**src/rtl/dram_defs_pkg.sv**
```systemverilog
// Shared definitions for the dRam streaming front end and its address path.
package dram_defs;

  localparam int ADDR_W = 19;
  localparam int DATA_W = 8;

  // dRam write-enable encodings; only these two values are ever driven.
  localparam logic [1:0] MW_IDLE  = 2'b00;
  localparam logic [1:0] MW_WRITE = 2'b10;

  typedef enum logic [2:0] {
    ST_IDLE     = 3'd0,
    ST_LOAD     = 3'd1,
    ST_DUMP_RD  = 3'd2,
    ST_DUMP_CAP = 3'd3,
    ST_DUMP_OUT = 3'd4,
    ST_DONE     = 3'd5
  } state_t;

endpackage

```
**src/rtl/dram_addr_gen.sv**
```systemverilog
// Address/count generator: loads a base and a length, then steps the
// address and the transferred-byte count together. The address wraps
// modulo 2**ADDR_W. The last flag marks the final byte of the region.
module dram_addr_gen
  import dram_defs::*;
(
  input  logic              clk,
  input  logic              rst,
  input  logic              load,
  input  logic              step,
  input  logic [ADDR_W-1:0] base,
  input  logic [ADDR_W-1:0] length,
  output logic [ADDR_W-1:0] addr,
  output logic              last
);

  logic [ADDR_W-1:0] cnt;
  logic [ADDR_W-1:0] len;

  // Capture the region on load, otherwise advance one byte per step.
  always_ff @(posedge clk) begin
    if (rst) begin
      addr <= '0;
      cnt  <= '0;
      len  <= '0;
    end else if (load) begin
      addr <= base;
      cnt  <= '0;
      len  <= length;
    end else if (step) begin
      addr <= addr + ADDR_W'(1);
      cnt  <= cnt + ADDR_W'(1);
    end
  end

  assign last = ((cnt + ADDR_W'(1)) == len);

endmodule

```
**src/rtl/dram_stream_ctrl.sv**
```systemverilog
// Byte-stream front end for dRam. LOAD writes an incoming stream into
// dRam; DUMP reads a region back out as a stream. Owns dAddr, d_in and
// MEM_WRITE. The dRam read has one cycle of latency, so a DUMP byte takes
// a read cycle, a capture cycle and at least one output cycle.
module dram_stream_ctrl
  import dram_defs::*;
(
  input  logic              clk,
  input  logic              rst,
  input  logic              start,
  input  logic              mode,
  input  logic [ADDR_W-1:0] base_addr,
  input  logic [ADDR_W-1:0] length,
  output logic              busy,
  output logic              done,
  input  logic [DATA_W-1:0] in_data,
  input  logic              in_valid,
  output logic              in_ready,
  output logic [DATA_W-1:0] out_data,
  output logic              out_valid,
  input  logic              out_ready,
  output logic [ADDR_W-1:0] dAddr,
  output logic [DATA_W-1:0] d_in,
  output logic [1:0]        MEM_WRITE,
  input  logic [DATA_W-1:0] d_out
);

  state_t            state;
  state_t            next_state;
  logic              ag_load;
  logic              ag_step;
  logic              last;
  logic [ADDR_W-1:0] addr;

  dram_addr_gen u_addr_gen (
    .clk    (clk),
    .rst    (rst),
    .load   (ag_load),
    .step   (ag_step),
    .base   (base_addr),
    .length (length),
    .addr   (addr),
    .last   (last)
  );

  // State register.
  always_ff @(posedge clk) begin
    if (rst) state <= ST_IDLE;
    else     state <= next_state;
  end

  // Next-state logic; start is only looked at in IDLE.
  always_comb begin
    next_state = state;
    unique case (state)
      ST_IDLE: begin
        if (start) begin
          if (length == '0) next_state = ST_DONE;
          else if (mode)    next_state = ST_DUMP_RD;
          else              next_state = ST_LOAD;
        end
      end
      ST_LOAD:     if (in_valid && last) next_state = ST_DONE;
      ST_DUMP_RD:  next_state = ST_DUMP_CAP;
      ST_DUMP_CAP: next_state = ST_DUMP_OUT;
      ST_DUMP_OUT: if (out_ready) next_state = last ? ST_DONE : ST_DUMP_RD;
      ST_DONE:     next_state = ST_IDLE;
      default:     next_state = ST_IDLE;
    endcase
  end

  // Status flags and address-generator controls decoded from the state.
  always_comb begin
    busy     = (state != ST_IDLE);
    done     = (state == ST_DONE);
    in_ready = (state == ST_LOAD);
    ag_load  = (state == ST_IDLE) && start;
    ag_step  = ((state == ST_LOAD) && in_valid) ||
               ((state == ST_DUMP_OUT) && out_ready);
  end

  // Registered dRam port and output stream; dAddr is set on entry to
  // DUMP_RD so the read data is on d_out during DUMP_CAP.
  always_ff @(posedge clk) begin
    if (rst) begin
      dAddr     <= '0;
      d_in      <= '0;
      MEM_WRITE <= MW_IDLE;
      out_data  <= '0;
      out_valid <= 1'b0;
    end else begin
      MEM_WRITE <= MW_IDLE;
      unique case (state)
        ST_IDLE: begin
          if (start && mode && (length != '0)) dAddr <= base_addr;
        end
        ST_LOAD: begin
          if (in_valid) begin
            dAddr     <= addr;
            d_in      <= in_data;
            MEM_WRITE <= MW_WRITE;
          end
        end
        ST_DUMP_CAP: begin
          out_data  <= d_out;
          out_valid <= 1'b1;
        end
        ST_DUMP_OUT: begin
          if (out_ready) begin
            out_valid <= 1'b0;
            if (!last) dAddr <= addr + ADDR_W'(1);
          end
        end
        default: ;
      endcase
    end
  end

endmodule

```
**config.mk**
```make
export PLATFORM = sky130hd
export DESIGN_NAME = dram_stream_ctrl
export DESIGN_NICKNAME = d
export VERILOG_FILES = /design/src/rtl/dram_defs_pkg.sv /design/src/rtl/dram_addr_gen.sv /design/src/rtl/dram_stream_ctrl.sv
export SDC_FILE = /design/constraint.sdc
export NUM_CORES = 1
export LEC_CHECK = 0
export ABC_AREA = 1
export CAP_MARGIN = 20
export CORE_ASPECT_RATIO = 1.2
export CORE_MARGIN = 8
export CORE_UTILIZATION = 47
export DETAILED_ROUTE_END_ITERATION = 12
export GPL_TIMING_DRIVEN = 1
export MAX_ROUTING_LAYER = met4
export PLACE_DENSITY = 0.87
export SLEW_MARGIN = 20
export SYNTH_ARGS = -nofsm -noshare
export SYNTH_HDL_FRONTEND = slang
export SYNTH_SLANG_ARGS = --single-unit
```
**constraint.sdc**
```tcl
create_clock -name clk -period 2.12 [get_ports clk]
set_clock_uncertainty 0.2 [all_clocks]
set_input_delay 0.424 -clock clk [delete_from_list [all_inputs] [get_ports clk]]
set_output_delay 0.424 -clock clk [all_outputs]
set_load 0.05 [all_outputs]
```
# Word level (Yosys, flattened, before mapping)
# Cells that the tools add are included.
classes:
  n_addsub: 2
  eq_ne: 12
  n_mux: 17
  n_bitwise: 1
  n_reduce_logical: 20
op_table:
  columns: ["operator", "count"]
  rows:
  - ["two-way mux 19 bit", 6]
  - ["case mux 19 bit (3 select lines)", 1]
  - ["adder 19 x 1 -> 19 bit, second input constant", 2]
  - ["== test 19 bit", 1]
  - ["zero test 19 bit", 1]
  - ["nonzero test 19 bit", 1]
  - ["two-way mux 3 bit", 5]
  - ["case mux 3 bit (5 select lines)", 1]
  - ["inequality test 2 bit, second input constant", 4]
  - ["== test 3 x 2 -> 1 bit, second input constant", 2]
  - ["== test 3 bit, second input constant", 2]
  - ["logical AND 1 bit", 6]
  - ["nonzero test 3 bit", 2]
  - ["AND reduction 5 bit", 1]
  - ["two-way mux 2 bit", 2]
  - ["inequality test 2 x 1 -> 1 bit, second input constant", 2]
  - ["AND reduction 2 bit", 2]
  - ["nonzero test 2 bit", 2]
  - ["OR reduction 2 bit", 2]
  - ["== test 3 x 1 -> 1 bit, second input constant", 1]
  - ["zero test 3 bit", 1]
  - ["AND reduction 3 bit", 1]
  - ["case mux 1 bit (2 select lines)", 1]
  - ["logical OR 1 bit", 1]
  - ["other kinds (2)", 2]
totals:
  reg_bits: 98
  input_bits: 60
  out_inout_bits: 41
  word_cells: 61

# Longest topological paths before layout
logic_depth:
  word_depth: 5
  mapped_depth: 20
  depth_no_buf: 19

# Cells and area by module
# A second synthesis with hierarchy kept.
hier_totals:
  hier_cells: 936
  hier_area_um2: 5791.8
modules_own_cells:
  columns: ["mod", "instances", "cells_each", "area_per_inst_um2", "seq_area_each_um2"]
  rows:
  - ["dram_addr_gen", 1, 497, 3258.1, 1141.1]
  - ["dram_stream_ctrl", 1, 439, 2533.7, 800.8]

# Worst setup path after synthesis
# Ideal clock, no wire load.
synth_timing:
  path_kind: "reg2reg"
  startpoint: "register state[0]"
  endpoint: "register dAddr[4]"
  setup_time_ns: 0.064
  arrival_ns: 2.076
  required_time_ns: 1.856
  slack_ns: -0.220
  stages_incl_launch_ff: 13
  path_buffers: 2
  period_less_slack_ns: 2.340
  path_cell_list: "dfxtp_1 > inv_1 > nor2_1 > inv_1 > nor2_1 > clkbuf_1 > inv_1 > clkbuf_1 > o22ai_1 > a21oi_1 > nand2_1 > nand2_1 > nor2_1"
synth_via:
  elab_chain_cells: 3
  elab_cells_between_ends: 10
  classes_between: "eq/ne (6); mux (1); reduce/logical (3)"
synth_rtl:
  columns: ["element", "line", "rtl"]
  rows:
  - ["start: declaration", "dram_stream_ctrl.sv:28", "state_t state;"]
  - ["start signal: assignment", "dram_stream_ctrl.sv:49", "else state <= next_state;"]
  - ["== test 3 x 1 -> 1 bit (*)", null, null]
  - ["net in_ready", "dram_stream_ctrl.sv:18", "output logic in_ready,"]
  - ["inequality test 2 bit (no line) or nonzero test 3 bit (tied branches)", null, null]
  - ["AND reduction 5 bit (no line)", null, null]
  - ["end signal: assignment", "dram_stream_ctrl.sv:95", "if (start && mode && (length != '0)) dAddr <= base_addr;"]
  - ["end signal: assignment", "dram_stream_ctrl.sv:99", "dAddr <= addr;"]
  - ["end signal: assignment", "dram_stream_ctrl.sv:111", "if (!last) dAddr <= addr + ADDR_W'(1);"]
  - ["end: declaration", "dram_stream_ctrl.sv:22", "output logic [ADDR_W-1:0] dAddr,"]
# The timed path passes the listed nets; every way through them passes the cells marked *.
# A chain may end at the register's enable or synchronous reset.

# Worst setup path in the final report
layout_timing:
  startpoint: "register u_addr_gen.cnt[1]"
  endpoint: "register dAddr[7]"
layout_via:
  elab_chain_cells: 4
layout_rtl:
  columns: ["element", "line", "rtl"]
  rows:
  - ["start: declaration", "dram_addr_gen.sv:17", "logic [ADDR_W-1:0] cnt;"]
  - ["start signal: assignment", "dram_addr_gen.sv:32", "cnt <= cnt + ADDR_W'(1);"]
  - ["adder 19 x 1 -> 19 bit", "dram_addr_gen.sv:36", "assign last = ((cnt + ADDR_W'(1)) == len);"]
  - ["== test 19 bit", "dram_addr_gen.sv:36", null]
  - ["inequality test 2 bit (no line)", null, null]
  - ["AND reduction 5 bit (no line)", null, null]
# Every way passes these cells.

==> flow_summary.ini <==
[status]
status = complete, but fails checks
violations = setup timing

[global_route]
grt_pass1_wl_mm = 26.6
antenna_found_initial = 0
grt_usage_pct = 22.3
first_global_vias = 5753
grt_max_degree = 34
grt-ovfl-total = 0

[clock_network]
cts_tree = built
clk_pin_slew_worst_paths_ns = 0.07
cts_root_buf = clkbuf_16
holdBufCountCts = 0
h-tree-depth = 3
numCtsBuffers = 9
clockBufferDepth = 2
clock_latency_ns = 0.35
clock-sinks = 97

[logic_synthesis]
synth_cell_types = 39
synth-seq-cells = 97
synth_top_flop_cell = dfxtp_1
async_flop_share_pct = 0
synth.yosys.seq_area_share_pct = 36.9
netlist_instances = 822
synth_warnings = 0
synth_area_mm2 = 0.00526
synth_edf_count = 0
syn_nets = 884
synth_area_per_cell_um2 = 6.40

[die]
core_area_mm2 = 0.0110
initial_utilization_pct = 47.9
num_rows = 42
io-pin-count = 101
die_w_um = 113
dieArea_mm2 = 0.0148
die_h_um = 132

[flow_run]
maxCapViolations = 0

[detailed_routing]
drtIter0Drc = 375
dr.pass1.iters = 5
post-route-drc-count = 0
finalWirelength_mm = 17.4
wl_per_cell_um = 15.4
final_antenna_net_count = 0
drt-vias-per-instance = 5.44
via_count = 6163

[layout]
multi_input_area_mm2 = 0.00311
final_nets = 1057
layout.cells.most_common = nand2_1
final_area_mm2 = 0.00759
drive_above_1_share_pct = 22.5
fillers = 846
antenna_cells = 0
ff_latch_area_mm2 = 0.00196
syn2layout_area_growth_pct = 44.3
final_cell_mix = 204 x nand2_1, 118 x buf_4, 104 x nor2_1

[min_path]
hold_class = reg2reg

[placement]
place.gp.congestion = 0.934
io_buffers = 99
post_dp_cell_area_mm2 = 0.00697
dp_hpwl_mm = 12.1

[pwr]
leakagePower_nw = 3.34
ir_drop_v = 0.000939
power_density_mw_per_mm2 = 1310

[sta]
hold_violations = 0
worst_pin_slew_ns = 0.513
slew_headroom_pct = 65.7
fin_crit_ns = 2.46
slew_viol_final = 0
finalSetupViolations = 22
finalCritPeriodShare_pct = 116
fmax_mhz = 406
rsz0062_at_grt = true
fin_ws_ns = -0.342
holdWs_ns = 0.263

[setup_path]
crit_fanout = 7
worst-r2r-setup-slack_ns = -0.34
worstSetupStartpointType = register
worstSetupPathType = reg2reg
required_ns = 2.21
worst_setup_path_end_kind = register
cp.arrival_ns = 2.55
[Yosys cell counts, types with 3 or more instances]
library cell / count / area (um2)
a21oi_1: 40 / 200
a22oi_1: 5 / 37.5
a31oi_1: 13 / 81.3
buf_4: 3 / 22.5
clkbuf_1: 24 / 90.1
dfxtp_1: 97 / 1940
inv_1: 85 / 319
nand2_1: 217 / 815
nand2_2: 4 / 25.0
nand3_1: 60 / 300
nand3_2: 3 / 30.0
nand4_1: 13 / 81.3
nor2_1: 123 / 462
nor2_2: 5 / 31.3
nor2_4: 5 / 56.3
nor3_1: 4 / 20.0
nor4_1: 6 / 37.5
o211ai_1: 12 / 90.1
o21ai_0: 66 / 330
o221ai_1: 3 / 26.3
xor2_1: 7 / 61.3
[timing repair]
item | 4_1_cts | 5_1_grt
setup buffers | 0 | 5
endpoints found under the setup margin | 25 | 48
resized for setup | 13 | 81
pin swaps | 6 | 26
cloned | 0 | 1
[registers in the layout, indices dropped and copies added (netlist names)]
signal	flops
dAddr	19
u_addr_gen.addr	19
u_addr_gen.cnt	19
u_addr_gen.len	19
d_in	8
out_data	8
state	3
MEM_WRITE	1
out_valid	1
[critical path: stages, from the launching register on]
cell	delay (ns)
dfxtp_4	0.37
buf_6	0.10
nand2_2	0.05
nor2_4	0.15
buf_12	0.15
nand3_4	0.09
nor2_2	0.15
nand2_2	0.08
nand2_2	0.07
nand2_1	0.07
nand2_2	0.09
nand2_2	0.07
nor2_4	0.15
nand3_4	0.13
nand2_8	0.14
clkbuf_16	0.18
o21ai_1	0.06
nor2_1	0.10
[power breakdown]
group	switching [mW]	leakage, nW	internal, mW	total (mW)
clock network	0.797	0.139	0.821	1.62
registers	0.438	0.799	2.39	2.83
logic	3.49	2.40	1.99	5.48
total	4.73	3.34	5.20	9.93
[logic make-up after synthesis]
kind of cell               synth area share (%)
DFF                                        36.9
and+or+nand+nor                            36.1
other                                    0.0713
AOI/OAI and AO/OA                          16.0
xor gates and xnor gates                   1.50
buffers and inverters                      8.90
adders and majority gates                 0.476
[area by class of cell]
cell class | instances | share of cell area [%]
Clock inverter | 7 | 0.792
Clock buffer | 9 | 2.97
Sequential cell | 97 | 25.8
Tap cell | 132 | 2.18
Timing Repair Buffer | 193 | 22.8
Inverter | 88 | 4.52
Multi-Input combinational cell | 606 | 41.0
[final timing paths]
kind / from / end / cells past startpoint
hold / removal: out_valid / out_valid / 2
hold reg to reg: out_valid / out_valid / 2
setup / recovery: u_addr_gen.cnt[1] / dAddr[7] / 17
setup reg to reg: u_addr_gen.cnt[1] / dAddr[7] / 17
[per-stage QoR]
stage | utilization [%] | TNS [ns] | power (mW) | instances | setup WS [ns]
6_report | 69.1 | -6.57 | 9.93 | 1132 | -0.342
2_1_floorplan | - | -1.54 | 6.01 | 822 | -0.0824
3_3_place_gp | 63.5 | -8.16 | 7.75 | 1110 | -0.381
4_1_cts | 66.3 | -5.18 | 9.51 | 1126 | -0.268
3_5_place_dp | 63.5 | -8.97 | 7.85 | 1110 | -0.432
5_1_grt | 69.1 | -11.09 | 10.5 | 1132 | -0.486
[layer usage]
| metal | global-route usage (%) | vias to the layer above | wire [um] |
|---|---|---|---|
| met2 | 39.3 | 234 | 8990 |
| met3 | 3.39 | 55 | 1040 |
| li1 | - | 3029 | - |
| met1 | 23.8 | 2845 | 6680 |
| met5 | - | - | 0 |
| met4 | 10.9 | 0 | 686 |
Note: power is estimated with default switching activity, not from simulation.
